### config.mk
export PLATFORM = sky130hd
export DESIGN_NAME = sim_uart_host
export DESIGN_NICKNAME = d
export VERILOG_FILES = /design/src/rtl/sim_uart_pkg.sv /design/src/rtl/sim_uart_fifo.sv /design/src/rtl/sim_uart_host.sv
export SDC_FILE = /design/constraint.sdc
export NUM_CORES = 1
export LEC_CHECK = 0
export ABC_AREA = 1
export CORE_ASPECT_RATIO = 1.75
export CORE_UTILIZATION = 45
export DETAILED_ROUTE_END_ITERATION = 6
export GPL_ROUTABILITY_DRIVEN = 0
export PLACE_DENSITY = 0.74
export SETUP_SLACK_MARGIN = 0.1
export SLEW_MARGIN = 20
export SYNTH_ARGS = -nofsm -noshare
export SYNTH_HDL_FRONTEND = slang
export SYNTH_SLANG_ARGS = --single-unit
### constraint.sdc
create_clock -name clock -period 2.58 [get_ports clock]
set_clock_uncertainty 0.1 [all_clocks]
set_input_delay 0.387 -clock clock [delete_from_list [all_inputs] [get_ports clock]]
set_output_delay 0.387 -clock clock [all_outputs]
set_load 0.005 [all_outputs]
### src/rtl/sim_uart_pkg.sv
// Shared types and width helpers for the simulation-side UART host.
package sim_uart_pkg;

    typedef enum logic [1:0] {
        TX_IDLE,
        TX_START,
        TX_DATA,
        TX_STOP
    } tx_state_t;

    // RX_BREAK holds off re-arming after a low stop bit until the line returns high.
    typedef enum logic [2:0] {
        RX_IDLE,
        RX_START,
        RX_DATA,
        RX_STOP,
        RX_BREAK
    } rx_state_t;

    function automatic int bit_cnt_width(input int data_bits);
        return $clog2(data_bits + 1);
    endfunction

    function automatic int baud_cnt_width(input int clk_div);
        return $clog2(clk_div);
    endfunction

endpackage

### src/rtl/sim_uart_fifo.sv
// Synchronous FIFO with valid/ready on both sides and combinational head output.
module sim_uart_fifo #(
    parameter int WIDTH = 8,
    parameter int DEPTH = 8
) (
    input  logic             clock,
    input  logic             reset,
    input  logic             in_valid,
    input  logic [WIDTH-1:0] in_data,
    output logic             in_ready,
    output logic             out_valid,
    output logic [WIDTH-1:0] out_data,
    input  logic             out_ready
);

    localparam int PTR_W = $clog2(DEPTH);
    localparam int CNT_W = $clog2(DEPTH + 1);

    logic [WIDTH-1:0] mem [DEPTH];
    logic [PTR_W-1:0] wr_ptr;
    logic [PTR_W-1:0] rd_ptr;
    logic [CNT_W-1:0] count;
    logic             full;
    logic             push;
    logic             pop;

    // A pop in the same cycle frees the slot, so a full FIFO may still take a push.
    assign full      = (count == CNT_W'(DEPTH));
    assign out_valid = (count != '0);
    assign in_ready  = !full;
    assign pop       = out_valid && out_ready;
    assign push      = in_valid && (!full || pop);
    assign out_data  = out_valid ? mem[rd_ptr] : '0;

    always_ff @(posedge clock) begin
        if (push) begin
            mem[wr_ptr] <= in_data;
        end
    end

    always_ff @(posedge clock) begin
        if (reset) begin
            wr_ptr <= '0;
            rd_ptr <= '0;
            count  <= '0;
        end else begin
            if (push) begin
                wr_ptr <= wr_ptr + PTR_W'(1);
            end
            if (pop) begin
                rd_ptr <= rd_ptr + PTR_W'(1);
            end
            case ({push, pop})
                2'b10:   count <= count + CNT_W'(1);
                2'b01:   count <= count - CNT_W'(1);
                default: count <= count;
            endcase
        end
    end

endmodule

### src/rtl/sim_uart_host.sv
// Harness-side UART endpoint: host byte FIFOs, TX serialiser, RX deserialiser,
// and a free-running cycle counter with optional timeout flag.
module sim_uart_host #(
    parameter int          CLK_DIV        = 16,
    parameter int          DATA_BITS      = 8,
    parameter int          FIFO_DEPTH     = 8,
    parameter logic [63:0] TIMEOUT_CYCLES = 64'd0
) (
    input  logic                 clock,
    input  logic                 reset,
    output logic                 uart_rxd,
    input  logic                 uart_txd,
    input  logic                 tx_valid,
    input  logic [DATA_BITS-1:0] tx_data,
    output logic                 tx_ready,
    output logic                 rx_valid,
    output logic [DATA_BITS-1:0] rx_data,
    input  logic                 rx_ready,
    output logic                 rx_overflow,
    output logic                 rx_frame_err,
    output logic [63:0]          cycles,
    output logic                 timeout
);

    import sim_uart_pkg::*;

    localparam int                BAUD_W    = baud_cnt_width(CLK_DIV);
    localparam int                BIT_W     = bit_cnt_width(DATA_BITS);
    localparam logic [BAUD_W-1:0] BAUD_LAST = BAUD_W'(CLK_DIV - 1);
    localparam logic [BAUD_W-1:0] BAUD_HALF = BAUD_W'(CLK_DIV / 2 - 1);
    localparam logic [BIT_W-1:0]  BIT_LAST  = BIT_W'(DATA_BITS - 1);

    logic                 txf_valid;
    logic [DATA_BITS-1:0] txf_data;
    logic                 tx_pop;
    tx_state_t            tx_state, tx_state_next;
    logic [BAUD_W-1:0]    tx_baud, tx_baud_next;
    logic [BIT_W-1:0]     tx_bit, tx_bit_next;
    logic [DATA_BITS-1:0] tx_shift, tx_shift_next;

    logic                 rx_sync1, rx_sync2, rx_prev;
    logic                 rxf_ready;
    logic                 rx_push;
    logic                 rx_ferr_set;
    rx_state_t            rx_state, rx_state_next;
    logic [BAUD_W-1:0]    rx_baud, rx_baud_next;
    logic [BIT_W-1:0]     rx_bit, rx_bit_next;
    logic [DATA_BITS-1:0] rx_shift, rx_shift_next;

    sim_uart_fifo #(.WIDTH(DATA_BITS), .DEPTH(FIFO_DEPTH)) tx_fifo (
        .clock     (clock),
        .reset     (reset),
        .in_valid  (tx_valid && tx_ready),
        .in_data   (tx_data),
        .in_ready  (tx_ready),
        .out_valid (txf_valid),
        .out_data  (txf_data),
        .out_ready (tx_pop)
    );

    sim_uart_fifo #(.WIDTH(DATA_BITS), .DEPTH(FIFO_DEPTH)) rx_fifo (
        .clock     (clock),
        .reset     (reset),
        .in_valid  (rx_push),
        .in_data   (rx_shift),
        .in_ready  (rxf_ready),
        .out_valid (rx_valid),
        .out_data  (rx_data),
        .out_ready (rx_ready)
    );

    always_ff @(posedge clock) begin
        if (reset) begin
            tx_state <= TX_IDLE;
            tx_baud  <= '0;
            tx_bit   <= '0;
            tx_shift <= '0;
        end else begin
            tx_state <= tx_state_next;
            tx_baud  <= tx_baud_next;
            tx_bit   <= tx_bit_next;
            tx_shift <= tx_shift_next;
        end
    end

    // The last STOP cycle fetches the next byte directly, so queued bytes go out gap-free.
    always_comb begin
        tx_state_next = tx_state;
        tx_baud_next  = tx_baud + BAUD_W'(1);
        tx_bit_next   = tx_bit;
        tx_shift_next = tx_shift;
        tx_pop        = 1'b0;
        uart_rxd      = 1'b1;
        case (tx_state)
            TX_IDLE: begin
                tx_baud_next = '0;
                if (txf_valid) begin
                    tx_pop        = 1'b1;
                    tx_shift_next = txf_data;
                    tx_state_next = TX_START;
                end
            end
            TX_START: begin
                uart_rxd = 1'b0;
                if (tx_baud == BAUD_LAST) begin
                    tx_baud_next  = '0;
                    tx_bit_next   = '0;
                    tx_state_next = TX_DATA;
                end
            end
            TX_DATA: begin
                uart_rxd = tx_shift[0];
                if (tx_baud == BAUD_LAST) begin
                    tx_baud_next  = '0;
                    tx_shift_next = tx_shift >> 1;
                    tx_bit_next   = tx_bit + BIT_W'(1);
                    if (tx_bit == BIT_LAST) begin
                        tx_state_next = TX_STOP;
                    end
                end
            end
            TX_STOP: begin
                if (tx_baud == BAUD_LAST) begin
                    tx_baud_next = '0;
                    if (txf_valid) begin
                        tx_pop        = 1'b1;
                        tx_shift_next = txf_data;
                        tx_state_next = TX_START;
                    end else begin
                        tx_state_next = TX_IDLE;
                    end
                end
            end
            default: tx_state_next = TX_IDLE;
        endcase
    end

    always_ff @(posedge clock) begin
        if (reset) begin
            rx_sync1 <= 1'b1;
            rx_sync2 <= 1'b1;
            rx_prev  <= 1'b1;
            rx_state <= RX_IDLE;
            rx_baud  <= '0;
            rx_bit   <= '0;
            rx_shift <= '0;
        end else begin
            rx_sync1 <= uart_txd;
            rx_sync2 <= rx_sync1;
            rx_prev  <= rx_sync2;
            rx_state <= rx_state_next;
            rx_baud  <= rx_baud_next;
            rx_bit   <= rx_bit_next;
            rx_shift <= rx_shift_next;
        end
    end

    // Start bit is re-checked at mid-bit; later samples then land mid-bit every CLK_DIV cycles.
    always_comb begin
        rx_state_next = rx_state;
        rx_baud_next  = rx_baud + BAUD_W'(1);
        rx_bit_next   = rx_bit;
        rx_shift_next = rx_shift;
        rx_push       = 1'b0;
        rx_ferr_set   = 1'b0;
        case (rx_state)
            RX_IDLE: begin
                rx_baud_next = '0;
                if (rx_prev && !rx_sync2) begin
                    rx_state_next = RX_START;
                end
            end
            RX_START: begin
                if (rx_baud == BAUD_HALF) begin
                    rx_baud_next  = '0;
                    rx_bit_next   = '0;
                    rx_state_next = rx_sync2 ? RX_IDLE : RX_DATA;
                end
            end
            RX_DATA: begin
                if (rx_baud == BAUD_LAST) begin
                    rx_baud_next  = '0;
                    rx_shift_next = {rx_sync2, rx_shift[DATA_BITS-1:1]};
                    rx_bit_next   = rx_bit + BIT_W'(1);
                    if (rx_bit == BIT_LAST) begin
                        rx_state_next = RX_STOP;
                    end
                end
            end
            RX_STOP: begin
                if (rx_baud == BAUD_LAST) begin
                    rx_baud_next = '0;
                    if (rx_sync2) begin
                        rx_push       = 1'b1;
                        rx_state_next = RX_IDLE;
                    end else begin
                        rx_ferr_set   = 1'b1;
                        rx_state_next = RX_BREAK;
                    end
                end
            end
            RX_BREAK: begin
                rx_baud_next = '0;
                if (rx_sync2) begin
                    rx_state_next = RX_IDLE;
                end
            end
            default: rx_state_next = RX_IDLE;
        endcase
    end

    always_ff @(posedge clock) begin
        if (reset) begin
            rx_overflow  <= 1'b0;
            rx_frame_err <= 1'b0;
        end else begin
            if (rx_push && !rxf_ready && !(rx_valid && rx_ready)) begin
                rx_overflow <= 1'b1;
            end
            if (rx_ferr_set) begin
                rx_frame_err <= 1'b1;
            end
        end
    end

    // Timeout is raised on the same edge that brings cycles to TIMEOUT_CYCLES.
    always_ff @(posedge clock) begin
        if (reset) begin
            cycles  <= '0;
            timeout <= 1'b0;
        end else begin
            cycles <= cycles + 64'd1;
            if ((TIMEOUT_CYCLES != 64'd0) && (cycles + 64'd1 == TIMEOUT_CYCLES)) begin
                timeout <= 1'b1;
            end
        end
    end

endmodule

==> results.md <==
- The final critical path takes up 93.68% of the cycle.
- The horizontal die dimension is 125.1 um.
- The share of the Yosys chip area taken by registers is 54.38%.
- The fraction of layout instances using a drive strength above 1 is 9.651%.
- The synthesized net count is 1475.
- For this design, the slowest cell found on the critical path is sky130_fd_sc_hd__dfxtp_4.
- The critical path launch point type is a flip-flop.
- The switching share of power is 31.84%.
- For this run, the share of the core covered by cells in the final layout is 55.29%.
- The arrival time of the worst setup path is 1.93 ns.
- CTS placed an instance of sky130_fd_sc_hd__clkbuf_16 at the clock tree root.
- The tool flagged a number of max-cap violations equal to 0.
- Port buffering added 89 buffers.
- The post-detailed-placement cell area is 13310 um^2.
- The number of antenna violations at the first check in global routing came to 0.
- The gate count of the mapped netlist is 1441.
- The clock latency of the later-clocked register in the worst-skew pair is 0.52 ns.
- The data required time of the worst path is 2.09 ns.
- Dividing the detail-routed via count by the number of cells gives 5.280.
- The post-synthesis cell type count is 40.
- In this run the worst path has a maximum fanout of 11.
- The floorplan step set the die height to 217.4 um.
- At the pin with the least slew margin, the transition time is 0.5444 ns.
- Timing would allow up to 0.4137 GHz.
- Internal power comes to 8131 uW.
- The average cell area after synthesis is 8.277 um^2.
- The synthesized flop and latch total is 260.
- The share of total power dissipated in combinational logic is 30.0%.
- The signal on the critical path passes through buf_8 -> buf_12 -> buf_4 -> o32ai_2 -> nor2_1 -> nor2_1 -> dlygate4sd2_1.
- The initial core utilization is 45.95%.
- The kind of critical path is reg -> out.
- No sink is reached through more buffers than the 3 on the longest clock path.
- Setup repair after global routing could not meet its margin everywhere.
- The max-slew violation count is 0.
- The total grt overflow is 0.
- For this design, the CTS-stage hold fixing added 0 buffers.
- The cell area after synthesis is 11930 um^2.
- The worst setup path is captured at an output port.
- The number of clock buffers added by TritonCTS is 24.
- The core region is 25960 um^2.
- In this design, the stage delay of the slowest critical-path cell is 0.36 ns.
- The analysis attributes to cell leakage a power of 0.005242 uW.
- The highest ir drop seen on vdd is 608.2 uV.
- The worst pin sits at a relative slew slack of 63.60%.
- The count of nets left with antenna violations once routing finished came out at 0.
- The number of global-route vias before repair came to 9749.
- The clock group share of total power is 30.0%.
- The run finished, with violations left.
- The number of enable flip-flop cells after synthesis is 128.
- The type of the tightest min-delay check is in -> reg.
- The number of optimization iterations in the first detailed-route pass is 7.
- Entering global routing, the biggest net connects 82 pins.
- In the final design database the tool counted 1592 nets.
- The global-route wire length before repair is 49.00 mm.
- For this run, asynchronously set or reset flops after synthesis account for 0%.
- In the synthesized netlist the dominant register cell turns out to be sky130_fd_sc_hd__dfxtp_1.
- Across all layers, the routed design uses 10006 vias.
- The count of warnings emitted by yosys is 0.
- Summed over all failing endpoints, the final setup total negative slack is 0 ns.
- The design area is 14350 um^2.
- The area growth from synthesis to layout is 20.33%.
- The wire-length estimate of the detail-placed layout is 22.49 mm.
- Summed over all layers, the routed wires come to 31.48 mm.
- Dividing the detail-routed wire length by the instance count gives 16.61 um.
- The number of top-level pins is 91.
- The die covers 27190 um^2.
- The reported net switching power is 3797 uW.
- The number of antenna repair diodes is 0.
- The cell with the most instances on the worst path is sky130_fd_sc_hd__nor2_1.
- The final setup violation count is 0.
- Global routing consumed, over all layers together, 23.06% of the routing resources.
- The maximum level of the CTS H-tree is 1.
- The number of remaining DRC errors is 8.
- Counting I/O delays and the setup requirement, the final critical path takes 2.417 ns.
- The total chip power is 11930 uW.
- The power density relative to cell area is 831.1 nW/um^2.
- The placement row count is 78.
- Clock-pin slew was measured on the worst setup and hold paths at 0.06 ns.
- The first routing iteration left 515 violations.
- The final reports fail on design-rule violations.
- The clock sink total is 260.
- The part of the power in registers is 40.0%.
- TritonCTS built the clock tree.
- The number of failing hold endpoints at the final stage came to 0.
==> layer usage <==
metal	wire length (um)	track usage, %	vias to the layer above
li1	-	-	4976
met1	11010	22.02	4667
met2	17380	46.00	272
met3	1333	2.852	91
met4	1755	14.15	0
met5	0	0	-
==> cell type report <==
type                    instances  area, um^2
fillers                      2310       11610
repair buffers                128        1236
well taps                     320       400.4
flip-flops and latches        260        6499
multi-input cells            1027        4990
clock buffers                  33       685.7
inverters                     117       439.2
clock inverters                10       102.6
==> cells in the mapped netlist, drive strengths merged (2+ instances only) <==
master / n / share of area [%]
nand2: 339 / 11
nor2: 300 / 10
dfxtp: 132 / 22
edfxtp: 128 / 32
inv: 117 / 3.7
nand3: 98 / 4.2
o21ai: 94 / 3.9
a21oi: 83 / 3.5
clkbuf: 26 / 0.82
nand4: 23 / 1.2
ha: 20 / 2.1
xor2: 13 / 0.95
nor3: 12 / 0.55
or2: 12 / 0.63
buf: 11 / 0.47
o32ai: 8 / 0.59
xnor2: 8 / 0.59
o211ai: 4 / 0.25
and3: 2 / 0.10
nor3b: 2 / 0.13
nor4: 2 / 0.10
==> registers in the layout (all words and copies together), names as in the netlist, 8 cells and up, named ones only <==
signal,count
cycles,64
rx_fifo.mem,64
tx_fifo.mem,64
rx_shift,8
tx_shift,8
==> cells in the final DEF (no fill, tap or decap), types with 17 or more instances in the layout <==
master	count
sky130_fd_sc_hd__nand3_1	96
sky130_fd_sc_hd__a21oi_1	81
sky130_fd_sc_hd__nand4_1	23
sky130_fd_sc_hd__o21ai_0	70
sky130_fd_sc_hd__nor2_1	275
sky130_fd_sc_hd__nand2_1	322
sky130_fd_sc_hd__clkbuf_16	26
sky130_fd_sc_hd__clkdlybuf4s50_1	79
sky130_fd_sc_hd__ha_1	17
sky130_fd_sc_hd__dfxtp_1	128
sky130_fd_sc_hd__buf_4	30
sky130_fd_sc_hd__inv_1	109
sky130_fd_sc_hd__o21ai_1	23
sky130_fd_sc_hd__edfxtp_1	128
==> path summary, 6_finish.rpt <==
kind / slack, ns / start / end / cells past startpoint
worst max-delay path: 0.16 / flip-flop / rx_data[3] / 7
worst min register to register: 0.31 / rx_sync1 / rx_sync2 / 1
worst min-delay path: 0.25 / reset / tx_fifo.count[3] / 4
worst max register to register: 0.25 / rx_baud[0] / rx_fifo.count[3] / 16
==> worst max-delay path, delay by kind of cell (launching register included) <==
| family | cells | cell delay [ns] |
|---|---|---|
| buffers and inverters | 4 | 0.64 |
| flip-flops | 1 | 0.36 |
| AO/OA/AOI/OAI | 1 | 0.24 |
| AND/OR/NAND/NOR | 2 | 0.16 |
==> cell families after synthesis <==
family,Yosys count,share of synthesized area (%)
buffers and inverters,154,4.972
adders and majority gates,21,2.266
AOI/OAI and AO/OA,194,8.612
DFF,260,54.38
and+or+nand+nor,790,28.20
other,1,0.03144
xor gates and xnor gates,21,1.542
==> stage by stage <==
stage | hold slack, ns | cells | setup slack (ns)
after floorplan | 0.2895 | 1441 | 0.2440
after global placement | 0.2935 | 1844 | 0.2250
after detailed placement | 0.2953 | 1844 | 0.1164
after CTS | 0.2414 | 1888 | 0.1179
after global routing | 0.2758 | 1895 | 0.05757
final | 0.2518 | 1895 | 0.1630
==> power by group through the flow <==
stage	logic (uW)	registers (uW)	clock network, uW
after floorplan	2090	4780	0
after global placement	3130	4810	0
after detailed placement	3210	4820	0
after CTS	3350	4760	3630
after global routing	4000	4800	3800
final	3580	4770	3580
==> repair_timing <==
item	in CTS	in global routing
gates cloned	1	1
buffers inserted	0	6
pin swaps	4	5
gates resized for setup	50	30
setup endpoints to repair	10	11
No activity file was read; power rests on OpenSTA's default activity.
==> patch 1, RTL diff (same settings) <==
Re-encode `tx_state_t` (4 states) as one-hot, 4 bits wide.
--- a/src/rtl/sim_uart_pkg.sv
+++ b/src/rtl/sim_uart_pkg.sv
@@ -1,11 +1,11 @@
 // Shared types and width helpers for the simulation-side UART host.
 package sim_uart_pkg;
 
-    typedef enum logic [1:0] {
-        TX_IDLE,
-        TX_START,
-        TX_DATA,
-        TX_STOP
+    typedef enum logic [3:0] {
+        TX_IDLE  = 4'b0001,
+        TX_START = 4'b0010,
+        TX_DATA  = 4'b0100,
+        TX_STOP  = 4'b1000
     } tx_state_t;
 
     // RX_BREAK holds off re-arming after a low stop bit until the line returns high.
Check against the original RTL: no difference found for any inputs over 10 cycles, from zero or initial values and one cycle with reset high; not proved beyond that.
==> patch 1 against the original RTL <==
  * Global-route usage is 0.053 points lower
  * Sequential cell count is 2 higher
  * Non-clock buffer count is 1 higher
  * Critical path depth stayed put
  * Area after synthesis is 0.49% higher
  * Via count is 1.5% higher
  * Cell count is 0.58% higher
  * Wire length is 1.3% lower
  * Setup slack better by 0.029 ns
  * Final area is 0.51% lower
Power is not compared: it rests on default switching activity, and its combinational part moved more than twofold at a synthesized area within 25%.
==> patch 1: results (changes against the original RTL) <==
synthTopCellsByArea: "edfxtp_1 32%, dfxtp_1 22%, nand2_1 10%, nor2_1 8.6%, nand3_1 4.6%"
hpwl_mm: 22.1  # -1.6%
finalNetCount: 1597  # +0.31%
synth_commonest_cells: "319 x nand2_1, 276 x nor2_1, 134 x dfxtp_1"
crit_family: "compound AO/OA/AOI/OAI gates"
rr_worst_depth: 10  # -6
route.met2.wl_mm: 16.6  # -4.2%
r2r_end: "tx_fifo.count[2]"
worst_ep_arrival_time_ns: 1.90  # -0.03 ns
max_stage_delay_ns: 0.40  # +0.04 ns
routed-wl-met3_mm: 1.22  # -8.2%
grt_util_met3_pct: 2.53  # -0.32 points
postCtsSetupRepairBufs: 3  # +3
ir_drop_mv: 0.804
ctsResizeCount: 25  # -50%
pre_cts_slack_ns: 0.201  # +0.0844 ns
rrSetupSlack_ns: 0.30  # +0.05 ns
syn_inst: 1455  # +0.97%
whs_ns: 0.129  # -0.123 ns
synthAdderAreaFrac_pct: 1.63  # -0.64 points
synth-xor-area-share_pct: 1.61  # +0.066 points
critPathCapture: "rx_data[3]"
worst-path-max-fanout: 15  # +4
hold_path_depth: 2  # -2
vias: 10161  # +1.5%
ys_seq_area_share_pct: 54.4  # +0.067 points
max_slew_margin_pct: 63.8  # +0.24 points
grt_pass1_wl_mm: 49.3  # +0.62%
wl_per_cell_um: 16.3  # -1.9%
outcome: "finished clean"
grt_max_degree: 48  # -41%
fin_crit_ns: 2.39  # -0.0289 ns
placed_cell_area_mm2: 0.0134  # +0.44%
grt_use_met2_pct: 44.1  # -1.9 points
rr_startpoint: "tx_baud[0]"
met1_length_mm: 11.1  # +1.0%
cts_inserted_buffers: 23  # -4.2%
drtIter0Drc: 636  # +23%
n_fill_cell: 2280  # -1.3%
min_to: "cycles[31]"
track_usage_pct: 23.0  # -0.053 points
synth-main-ff-cell: "dfxtp_1"
[patch 1: cell count changes after synthesis, sizes merged, moves of 4 or more]
cell   before  now
nand3      98  115
nand2     339  328
a31oi       1    9
o32ai       8    0
a21oi      83   76
o21ai      94  101
ha         20   14
inv       117  123
nand4      23   18
buf        11   15
or2        12   16
xor2       13   17
[patch 1: power by group through the flow]
stage          clock network (W)  registers (W)  logic, W
4_1_cts                  0.00369        0.00464   0.00145
3_3_place_gp                   0        0.00472   0.00138
2_1_floorplan                  0        0.00470   0.00105
3_5_place_dp                   0        0.00473   0.00144
6_report                 0.00363        0.00464   0.00146
5_1_grt                  0.00386        0.00467   0.00167
[patch 1: final cells by class]
class	count	area [µm²]	share of cell area (%)
well taps	320	400	2.80
multi-input cells	1029	4850	34.0
repair buffers	129	1220	8.58
clock inverters	15	170	1.19
clock buffers	27	632	4.43
flip-flops and latches	262	6530	45.7
inverters	124	468	3.28
==> patch 2, RTL diff (same settings) <==
Without the edit above. `FIFO_DEPTH`: 8 -> 16.
--- a/src/rtl/sim_uart_host.sv
+++ b/src/rtl/sim_uart_host.sv
@@ -3,7 +3,7 @@
 module sim_uart_host #(
     parameter int          CLK_DIV        = 16,
     parameter int          DATA_BITS      = 8,
-    parameter int          FIFO_DEPTH     = 8,
+    parameter int          FIFO_DEPTH     = 16,
     parameter logic [63:0] TIMEOUT_CYCLES = 64'd0
 ) (
     input  logic                 clock,
Function: changed (Yosys sat finds a counterexample within 10 cycles, from zero or initial values and one cycle with reset high).
==> patch 2 against the original RTL <==
  * The flow finishes with violations (design-rule violations, negative setup slack)
  * Sequential cell count is 136 higher
  * Critical path depth is 2 higher
  * Core utilization is 0.89 points lower
  * Final area is 48% higher
  * Setup slack worse by 0.22 ns
  * Area after synthesis is 50% higher
  * Power is 29% higher
  * Maximum frequency is 8.4% lower
  * Non-clock buffer count is 46 higher
  * Wire length is 62% higher
  * Sequential power is 49% higher
  * Critical path type unchanged
  * Critical endpoint is now rx_data[0]
  * Highest routed layer unchanged
==> patch 2: results (changes against the original RTL) <==
top_regs: "rx_fifo.mem: 128 flops, tx_fifo.mem: 128 flops, cycles: 64 flops"
p_sw_share_pct: 29.6  # -2.2 points
cts_inserted_buffers: 36  # +50%
rr_startpoint: "tx_baud[0]"
ir_drop_mv: 0.443  # -27%
bufAreaShareNonClock_pct: 8.14  # -0.47 points
drive_above_1_share_pct: 11.6  # +1.9 points
synth_compound_area_share_pct: 9.06  # +0.45 points
vias: 14699  # +47%
setup_viol: 4  # +4
max_slew_margin_pct: 41.0  # -23 points
num-nonclk-buffers: 174  # +36%
clockNetworkAreaShare_pct: 5.52  # +0.023 points
placed_cells_incl_taps: 2511  # +36%
setup_ws_ns: -0.0578  # -0.221 ns
vias_per_cell: 5.65  # +7.0%
clock_latency_ns: 0.54  # +0.02 ns
ys_seq_area_share_pct: 58.8  # +4.4 points
hpwl_mm: 34.3  # +52%
multi_input_gates: 1274  # +24%
n_fill_cell: 3363  # +46%
syn_nets: 1980  # +34%
violations: "design-rule violations, negative setup slack"
wl_per_cell_um: 19.6  # +18%
critPathCapture: "rx_data[0]"
synth-main-ff-cell: "edfxtp_1"
p_int_w: 0.0109  # +34%
drtIter0Drc: 1150  # +120%
finalNetCount: 2125  # +33%
whs_ns: 0.308  # +0.0567 ns
synth_edf_count: 256  # +100%
n_clock_buffer: 42  # +27%
seq_cells: 396  # +52%
avgSynthCellArea_um2: 9.20  # +11%
outcome: "complete, but fails checks"
synth_cell_types: 44  # +10%
htree_levels: 2  # +1
grt_max_degree: 68  # -17%
pwr-share-comb_pct: 19.2  # -11 points
synthAdderAreaFrac_pct: 2.01  # -0.26 points
min_to: "rx_sync2"
multi_input_area_share_pct: 30.5  # -4.2 points
pre_cts_slack_ns: 0.120  # +0.00394 ns
worst-path-max-fanout: 13  # +2
final_util_pct: 54.4  # -0.89 points
min_from: "rx_sync1"
track_usage_pct: 25.0  # +1.9 points
seq_power_w: 0.00712  # +49%
drc_errors: 3  # -5
[patch 2: cell count changes after synthesis, moves of 9 or more]
cell	change
o21a_1	+9
nand4_1	+15
clkbuf_1	+18
nand2_2	-11
buf_2	+11
a21oi_1	+20
edfxtp_1	+128
nand2_1	+87
inv_1	+82
nor3_1	+18
nand3_1	+64
o221ai_1	+23
nor2_1	-22
o21bai_1	+31
[patch 2: per-layer routing]
layer | track usage (%) | vias to the layer above | routed length, µm
met5 | 0 | - | 0
met2 | 47.7 | 696 | 27300
met4 | 19.5 | 0 | 4230
li1 | - | 6814 | -
met3 | 3.65 | 231 | 3170
met1 | 23.8 | 6958 | 16400
[patch 2: timing repair]
item | CTS | global route
cloned | 5 | 2
pin swaps | 26 | 11
setup buffers | 3 | 14
hold endpoints to repair | 3 | 0
gates resized for setup | 70 | 27
hold buffers | 1 | 0
setup endpoints to repair | 11 | 13
